File: src/rtl/tnn_feature_packer.sv
// tnn_feature_packer
// Quantizes a stream of raw features to 3 bits each and packs six of them into
// one vector for the 6-input ternary-neuron cores. While one vector is held on
// the output, the next sample can be assembled. A second completed vector can
// wait in the assembly buffer until the output is free.
module tnn_feature_packer #(
  parameter int RAW_W  = 8,
  parameter int OFFSET = 0,
  parameter int SHIFT  = 5,
  parameter int CNT_W  = 16
) (
  input  logic             clk,
  input  logic             rst_n,
  input  logic             s_valid,
  output logic             s_ready,
  input  logic [RAW_W-1:0] s_data,
  input  logic             s_last,
  output logic             m_valid,
  input  logic             m_ready,
  output logic [2:0]       feat_a,
  output logic [2:0]       feat_b,
  output logic [2:0]       feat_c,
  output logic [2:0]       feat_d,
  output logic [2:0]       feat_e,
  output logic [2:0]       feat_f,
  output logic             err_short,
  output logic             err_long,
  output logic [CNT_W-1:0] vec_cnt,
  output logic [CNT_W-1:0] err_cnt
);

  localparam logic [0:0] COLLECT = 1'b0;  // filling slots 0..5
  localparam logic [0:0] DROP    = 1'b1;  // discarding surplus beats of an overlong sample

  localparam logic [RAW_W-1:0] OFF_V = RAW_W'(OFFSET);
  localparam logic [RAW_W-1:0] SAT_V = RAW_W'(7);

  logic [0:0]       state;
  logic [2:0]       idx;
  logic [2:0]       asm_q [6];   // assembly buffer; also holds the pending vector
  logic [2:0]       out_q [6];   // output register
  logic             pend;        // asm_q holds a complete vector not yet handed off

  logic [RAW_W-1:0] diff;
  logic [RAW_W-1:0] shifted;
  logic [2:0]       q;
  logic             accept;
  logic             out_free;
  logic             complete;
  logic             short_ev;
  logic             long_ev;
  logic [2:0]       next_vec [6];

  assign s_ready  = !pend;
  assign accept   = s_valid && s_ready;
  assign out_free = !m_valid || m_ready;

  assign feat_a = out_q[0];
  assign feat_b = out_q[1];
  assign feat_c = out_q[2];
  assign feat_d = out_q[3];
  assign feat_e = out_q[4];
  assign feat_f = out_q[5];

  // Quantize the incoming beat: subtract offset clamped at 0, shift, saturate at 7.
  always_comb begin
    diff    = (s_data >= OFF_V) ? (s_data - OFF_V) : '0;
    shifted = diff >> SHIFT;
    q       = (shifted > SAT_V) ? 3'd7 : shifted[2:0];
  end

  // Work out the vector as it stands after this beat and whether it closes a sample.
  always_comb begin
    // NOTE: every signal gets a default before any branch so no latch is inferred.
    next_vec = asm_q;
    complete = 1'b0;
    short_ev = 1'b0;
    long_ev  = 1'b0;
    if (accept && state == COLLECT) begin
      for (int i = 0; i < 6; i++) begin
        if (3'(i) == idx)                next_vec[i] = q;
        else if (3'(i) > idx && s_last)  next_vec[i] = 3'd0;
      end
      if (s_last) begin
        complete = 1'b1;
        short_ev = (idx != 3'd5);
      end else if (idx == 3'd5) begin
        complete = 1'b1;
        long_ev  = 1'b1;
      end
    end
  end

  // Sample framing: slot index and COLLECT/DROP state.
  always_ff @(posedge clk or negedge rst_n) begin
    if (!rst_n) begin
      // NOTE: sequential state uses non-blocking assignment so all registers update together.
      state <= COLLECT;
      idx   <= 3'd0;
    end else if (accept) begin
      if (state == COLLECT) begin
        if (complete) idx <= 3'd0;
        else          idx <= idx + 3'd1;
        if (long_ev)  state <= DROP;
      end else if (s_last) begin
        state <= COLLECT;
      end
    end
  end

  // Assembly buffer, pending flag and output register handoff.
  always_ff @(posedge clk or negedge rst_n) begin
    if (!rst_n) begin
      // NOTE: the small vector buffers are reset because their zero state is visible on feat_*.
      for (int i = 0; i < 6; i++) begin
        asm_q[i] <= 3'd0;
        out_q[i] <= 3'd0;
      end
      pend    <= 1'b0;
      m_valid <= 1'b0;
    end else begin
      asm_q <= next_vec;
      if (pend && out_free) begin
        out_q   <= asm_q;
        m_valid <= 1'b1;
        pend    <= 1'b0;
      end else if (complete && out_free) begin
        out_q   <= next_vec;
        m_valid <= 1'b1;
      end else if (complete) begin
        pend    <= 1'b1;
      end else if (m_valid && m_ready) begin
        m_valid <= 1'b0;
      end
    end
  end

  // Error pulses and event counters.
  always_ff @(posedge clk or negedge rst_n) begin
    if (!rst_n) begin
      err_short <= 1'b0;
      err_long  <= 1'b0;
      vec_cnt   <= '0;
      err_cnt   <= '0;
    end else begin
      err_short <= short_ev;
      err_long  <= long_ev;
      if (m_valid && m_ready) vec_cnt <= vec_cnt + 1'b1;
      if ((short_ev || long_ev) && err_cnt != '1) err_cnt <= err_cnt + 1'b1;
    end
  end

endmodule
File: config.mk
export PLATFORM = sky130hd
export DESIGN_NAME = tnn_feature_packer
export DESIGN_NICKNAME = d
export VERILOG_FILES = /design/src/rtl/tnn_feature_packer.sv
export SDC_FILE = /design/constraint.sdc
export NUM_CORES = 1
export LEC_CHECK = 0
export CORE_MARGIN = 8
export CORE_UTILIZATION = 46
export DETAILED_ROUTE_END_ITERATION = 6
export PLACE_DENSITY = 0.82
export SYNTH_ARGS = -nofsm -noshare
export SYNTH_HDL_FRONTEND = slang
export SYNTH_SLANG_ARGS = --single-unit
File: constraint.sdc
create_clock -name clk -period 2.1 [get_ports clk]
set_clock_uncertainty 0.15 [all_clocks]
set_input_delay 0.42 -clock clk [delete_from_list [all_inputs] [get_ports clk]]
set_output_delay 0.42 -clock clk [all_outputs]
set_load 0.02 [all_outputs]
* Word level (Yosys, flattened, before mapping)
Cells that the tools add are included.
** Cells by class
- Divide/modulo/power cells :: 0
- Bitwise logic cells :: 1
- Mux-type cells :: 35
- Reductions and logical operators :: 23
- Shift-type cells :: 0
- $lt $le $gt $ge :: 8
- Add/sub/neg operators :: 3
- Eq/ne operators :: 10
- $mul :: 0
** Operator list (count)
- 2-to-1 mux 18 bit :: 3
- 2-to-1 mux 3 bit :: 14
- adder 16 x 1 -> 16 bit (second input constant) :: 2
- 2-to-1 mux 1 bit :: 17
- != test 16 bit (second input constant) :: 1
- logical AND 1 bit :: 12
- >= comparator 8 x 1 -> 1 bit (second input constant) :: 1
- 2-to-1 mux 8 bit :: 1
- == test 2 x 3 -> 1 bit (first input constant) :: 2
- == test 3 bit (first input constant) :: 2
- greater-than comparator 1 x 3 -> 1 bit (first input constant) :: 2
- greater-than comparator 2 x 3 -> 1 bit (first input constant) :: 2
- greater-than comparator 3 bit (first input constant) :: 2
- AND reduction 2 bit :: 3
- nonzero test 2 bit :: 2
- adder 3 x 1 -> 3 bit (second input constant) :: 1
- == test 1 x 3 -> 1 bit (first input constant) :: 1
- == test 3 bit (second input constant) :: 1
- greater-than comparator 3 bit (second input constant) :: 1
- zero test 3 bit :: 1
- != test 3 x 1 -> 1 bit (second input constant) :: 1
- != test 3 bit (second input constant) :: 1
- nonzero test 3 bit :: 1
- zero test 1 bit :: 2
- other kinds (3) :: 4
** Storage, ports and cells
- Logic and storage cells :: 100
- Bits in writable memories :: 0
- Bits in latches :: 0
- Flip-flop bits (word level) :: 76
- Bits in read-only memories :: 0
- Output and inout port bits :: 54
- Memories kept :: 0

* Depth between registers and ports, before layout
- Depth after elaboration :: 8
- Depth in mapped cells :: 7

* Worst setup path before layout
No wires, ideal clock.
- Kind :: flip-flop to flip-flop
- Start :: register pend
- End :: register out_q (netlist bit feat_a[2])
- Arrival time :: 1.813 ns
- Cell stages (with the launch flop) :: 7
- Slack :: 0.012 ns
- Library setup time :: 0.125 ns
- Period minus slack after synthesis :: 2.088 ns
- Buffers on the path :: 2
- Path through :: dfrtp_1 -> or3b_1 -> buf_6 -> a22o_4 -> nor2_8 -> buf_12 -> mux2_4
** On the way
- Cells in the longest elaborated chain, start to end :: 6
** Ends and longest elaborated chain
- start, declared :: RTL line 42 : logic pend;
- start signal, assigned :: RTL line 119 : pend <= 1'b0;
- start signal, assigned :: RTL line 126 : pend <= 1'b0;
- start signal, assigned :: RTL line 131 : pend <= 1'b1;
- zero test 1 bit :: RTL line 54 : assign s_ready = !pend;
- logical AND 1 bit :: RTL line 55 : assign accept = s_valid && s_ready;
- logical AND 1 bit :: RTL line 79 : if (accept && state == COLLECT) begin
- 2-to-1 mux 18 bit / 2-to-1 mux 1 bit (equally long branches) :: RTL line 79
- 2-to-1 mux 18 bit / logical AND 1 bit (equally long branches) :: RTL line 127 : end else if (complete && out_free) begin
- 2-to-1 mux 18 bit / nonzero test 2 bit (equally long branches)
- end signal, assigned :: RTL line 124 : out_q <= asm_q;
- end signal, assigned :: RTL line 128 : out_q <= next_vec;
- end, declared :: RTL line 41 : logic [2:0] out_q [6];
Several ways; a longest one is shown, not always the timed one. The select of a mux whose other input is x is not followed.
A chain may end at the register's enable or synchronous reset.

* Final worst setup path
- Start :: register state
- End :: register out_q (netlist bit feat_b[0])
** On the way
- Cells in the longest elaborated chain, start to end :: 5
** Ends and longest elaborated chain
- start, declared :: RTL line 38 : logic [0:0] state;
- start signal, assigned :: RTL line 98 : state <= COLLECT;
- start signal, assigned :: RTL line 104 : if (long_ev) state <= DROP;
- start signal, assigned :: RTL line 106 : state <= COLLECT;
- inverter 1 bit (no source line) (*)
- logical AND 1 bit (*) :: RTL line 79
- 2-to-1 mux 18 bit / 2-to-1 mux 1 bit (equally long branches) :: RTL line 79
- 2-to-1 mux 18 bit / logical AND 1 bit (equally long branches) :: RTL line 127
- 2-to-1 mux 18 bit / nonzero test 2 bit (equally long branches)
Mark *: on every way between the ends. The rest lies on a longest branch, timed or not. The select of a mux whose other input is x is not followed.

==> impl_metrics.yaml <==
yosys:
  synth_seq_cells: 76
  ys_seq_area_frac: 0.560
  synthTopCellsByArea: "dfrtp_1 (56%), xnor2_1 (4.4%), nand2_1 (3.9%), mux2_2 (3.6%), a32o_1 (2.7%)"
  synth_edf_count: 0
  synth_cells: 287
  ys_types: 50
  netlist.area_leader.share: 0.560
  yosysMostFrequentCell: "dfrtp_1"
  avgSynthCellArea_sq_um: 11.8
  yosys_warnings: 0
  syn_area_sq_um: 3400
  synth_ff_type: "dfrtp_1"
  synth.largest_area_cell: "dfrtp_1"
  yosys-top-cells-count: "dfrtp_1 (76), nand2_1 (35), xnor2_1 (17)"
  syn_nets: 305
  ys_async_sr_fraction: 1.00
critical_path:
  crit_buf_inv: 2
  critPathCaptureType: "flip-flop"
  critPathArrivalTime_ns: 2.13
  reg2reg_slack_ns: 0.05
  start_kind: "flip-flop"
  r2r-start: "state"
  cp.required_ns: 2.18
  cp_slowest_cell: "or3b_4"
  worst-setup-path-type: "flip-flop to flip-flop"
  crit_family: "simple AND/OR/NAND/NOR gates"
  slowest_delay_ns: 0.43
  r2r_end: "feat_b[0]"
  crit_chain: "or3b_4 > a22o_4 > nor2_8 > buf_12 > buf_12 > mux2_2"
  cpMostUsedCell: "buf_12"
  r2r_cells: 6
  critPathMaxFanout: 5
cts:
  cts.clk_slew.worst_paths_ns: 0.08
  cts_sinks: 76
  ctsHtreeMaxLevel: 3
  clk_latency_ns: 0.34
  tritoncts: "done"
  cts-root-buf: "clkbuf_8"
  clockBufferDepth: 2
  cts_buffers: 9
drt:
  drc: 0
  detail-route-antenna-nets: 0
  drtIter0Drc: 109
  drt_pass1_iterations: 4
  vias_per_cell: 5.14
  drt-total-wl_um: 7520
  routedWlPerCell_um: 15.5
  vias: 2493
hold_path:
  whs_path_depth: 1
  hp-class: "flip-flop to flip-flop"
  whs_endpoint: "vec_cnt[15]"
  hold_start: "vec_cnt[15]"
place:
  dp_hpwl_um: 5260
  place_inst: 464
  placement.io_buffers: 61
  gp_congestion: 0.810
outcome:
  outcome: "complete, no violations"
floorplanning:
  die_h_um: 102
  core_sq_um: 7210
  die_x_um: 102
  io_pins: 67
  row_count: 31
  initial_utilization: 0.471
  dieArea_sq_um: 10400
timing:
  setup_viol: 0
  holdWs_ns: 0.325
  finalCritPeriodShare: 0.976
  max-slew-margin-rel: 0.659
  worst_slew_pin_slew_ns: 0.511
  max_freq_mhz: 488
  slew_viol_final: 0
  hold_viol: 0
  post-route-min-period_ns: 2.05
  rsz0062_at_grt: "yes"
global_route:
  grt_max_degree: 41
  grt_pass1_wl_um: 12600
  antenna_found_initial: 0
  grt.overflow.total: 0
  grt_pass1_vias: 2581
  grt_usage: 0.156
power_and_ir_drop:
  peakVddDrop_mv: 0.768
  p_total_mw: 5.59
  power.leakage_nw: 2.10
  powerDensity_nw_per_um2: 1220
final_layout:
  drive_above_1_share: 0.205
  stdcell_count: 485
  areaGrowthSynthToFinish_pct: 35.3
  fillers: 592
  num_antenna_cells: 0
  final_nets: 399
run:
  drv_cap: 0
-- through the flow --
step	utilization	setup TNS, ns	area [sq um]	setup slack (ns)
final	0.637	0	4590	0.0506
after global routing	0.637	-0.0558	4590	-0.0429
after CTS	0.636	0	4590	0.0231
after detailed placement	0.593	-14.36	4280	-0.452
after global placement	0.593	-12.22	4280	-0.403
after floorplan	-	0	3400	0.0122
-- layer usage --
layer  up-vias  track usage  part of all wire
met5         -            0                 0
met1      1218        0.186              0.43
met2        62        0.259              0.50
met4         0       0.0790             0.017
li1       1205            -                 -
met3         8       0.0334             0.052
-- cell families (layout without fill, tap and decap cells) --
| kind of cell | Yosys count | after routing | share of synthesized area |
|---|---|---|---|
| buf+inv | 18 | 117 | 0.0321 |
| compound gates | 50 | 50 | 0.111 |
| simple gates | 95 | 95 | 0.151 |
| flops | 76 | 76 | 0.560 |
| xor+xnor | 26 | 26 | 0.0671 |
| fa+ha+maj | 5 | 5 | 0.0184 |
| mux | 17 | 17 | 0.0601 |
-- cells in the final DEF, fill, tap and decap left out, types with 3 or more instances in the layout --
cell type / instances
nand2_1: 35
a22oi_1: 3
nand3_1: 6
xor2_1: 9
buf_4: 25
o22ai_1: 3
a32o_1: 9
nor3_1: 3
clkbuf_8: 10
ha_1: 5
dfrtp_1: 76
nor2_1: 14
mux2_4: 4
buf_12: 5
o21ai_2: 3
a31oi_1: 4
and2_1: 4
clkdlybuf4s50_1: 58
o21ai_0: 4
a21oi_1: 12
mux2_2: 11
nand4_1: 6
xnor2_1: 17
inv_1: 8
a22o_1: 6
and3_1: 8
-- where the power goes --
| group | leakage [nW] | switching [mW] | internal (mW) |
|---|---|---|---|
| Sequential | 1.01 | 0.300 | 1.89 |
| Combinational | 0.993 | 1.11 | 1.17 |
| Clock | 0.0983 | 0.534 | 0.579 |
-- state kept, by name (all words and copies together), names as in the netlist --
name       cells
feat_b         3
feat_d         3
feat_c         3
err_short      1
idx            3
m_valid        1
pend           1
err_long       1
feat_a         3
asm_q         18
vec_cnt       16
feat_e         3
state          1
err_cnt       16
feat_f         3
-- what timing repair did --
item / in CTS / in global routing
hold endpoints to repair: 38 / 0
pin swaps: 1 / 3
buffers inserted: 3 / 0
gates resized for setup: 5 / 1
hold buffers: 1 / 0
gates cloned: 1 / 0
endpoints found under the setup margin: 22 / 16
-- how the worst max path moves through the flow --
stage	end	from	cells past startpoint	slack, ns
floorplan	feat_a[2]	pend	6	0.01
global placement	feat_b[1]	s_valid	5	-0.40
detailed placement	feat_b[1]	s_valid	7	-0.45
finish	feat_b[0]	state	6	0.05
global route	err_cnt[7]	s_last	7	-0.04
CTS	feat_b[2]	pend	5	0.02
-- final cells by class --
type                       instances  area [sq um]  area share
sequential                        76          1900       0.414
clock inverter                     6          63.8      0.0139
timing repair buffer              93           940       0.205
multi-input combinational        193          1400       0.304
tap                               99           124      0.0270
inverter                           8          30.0     0.00654
clock buffer                      10           138      0.0300
Power figures use the tool's default switching activity.
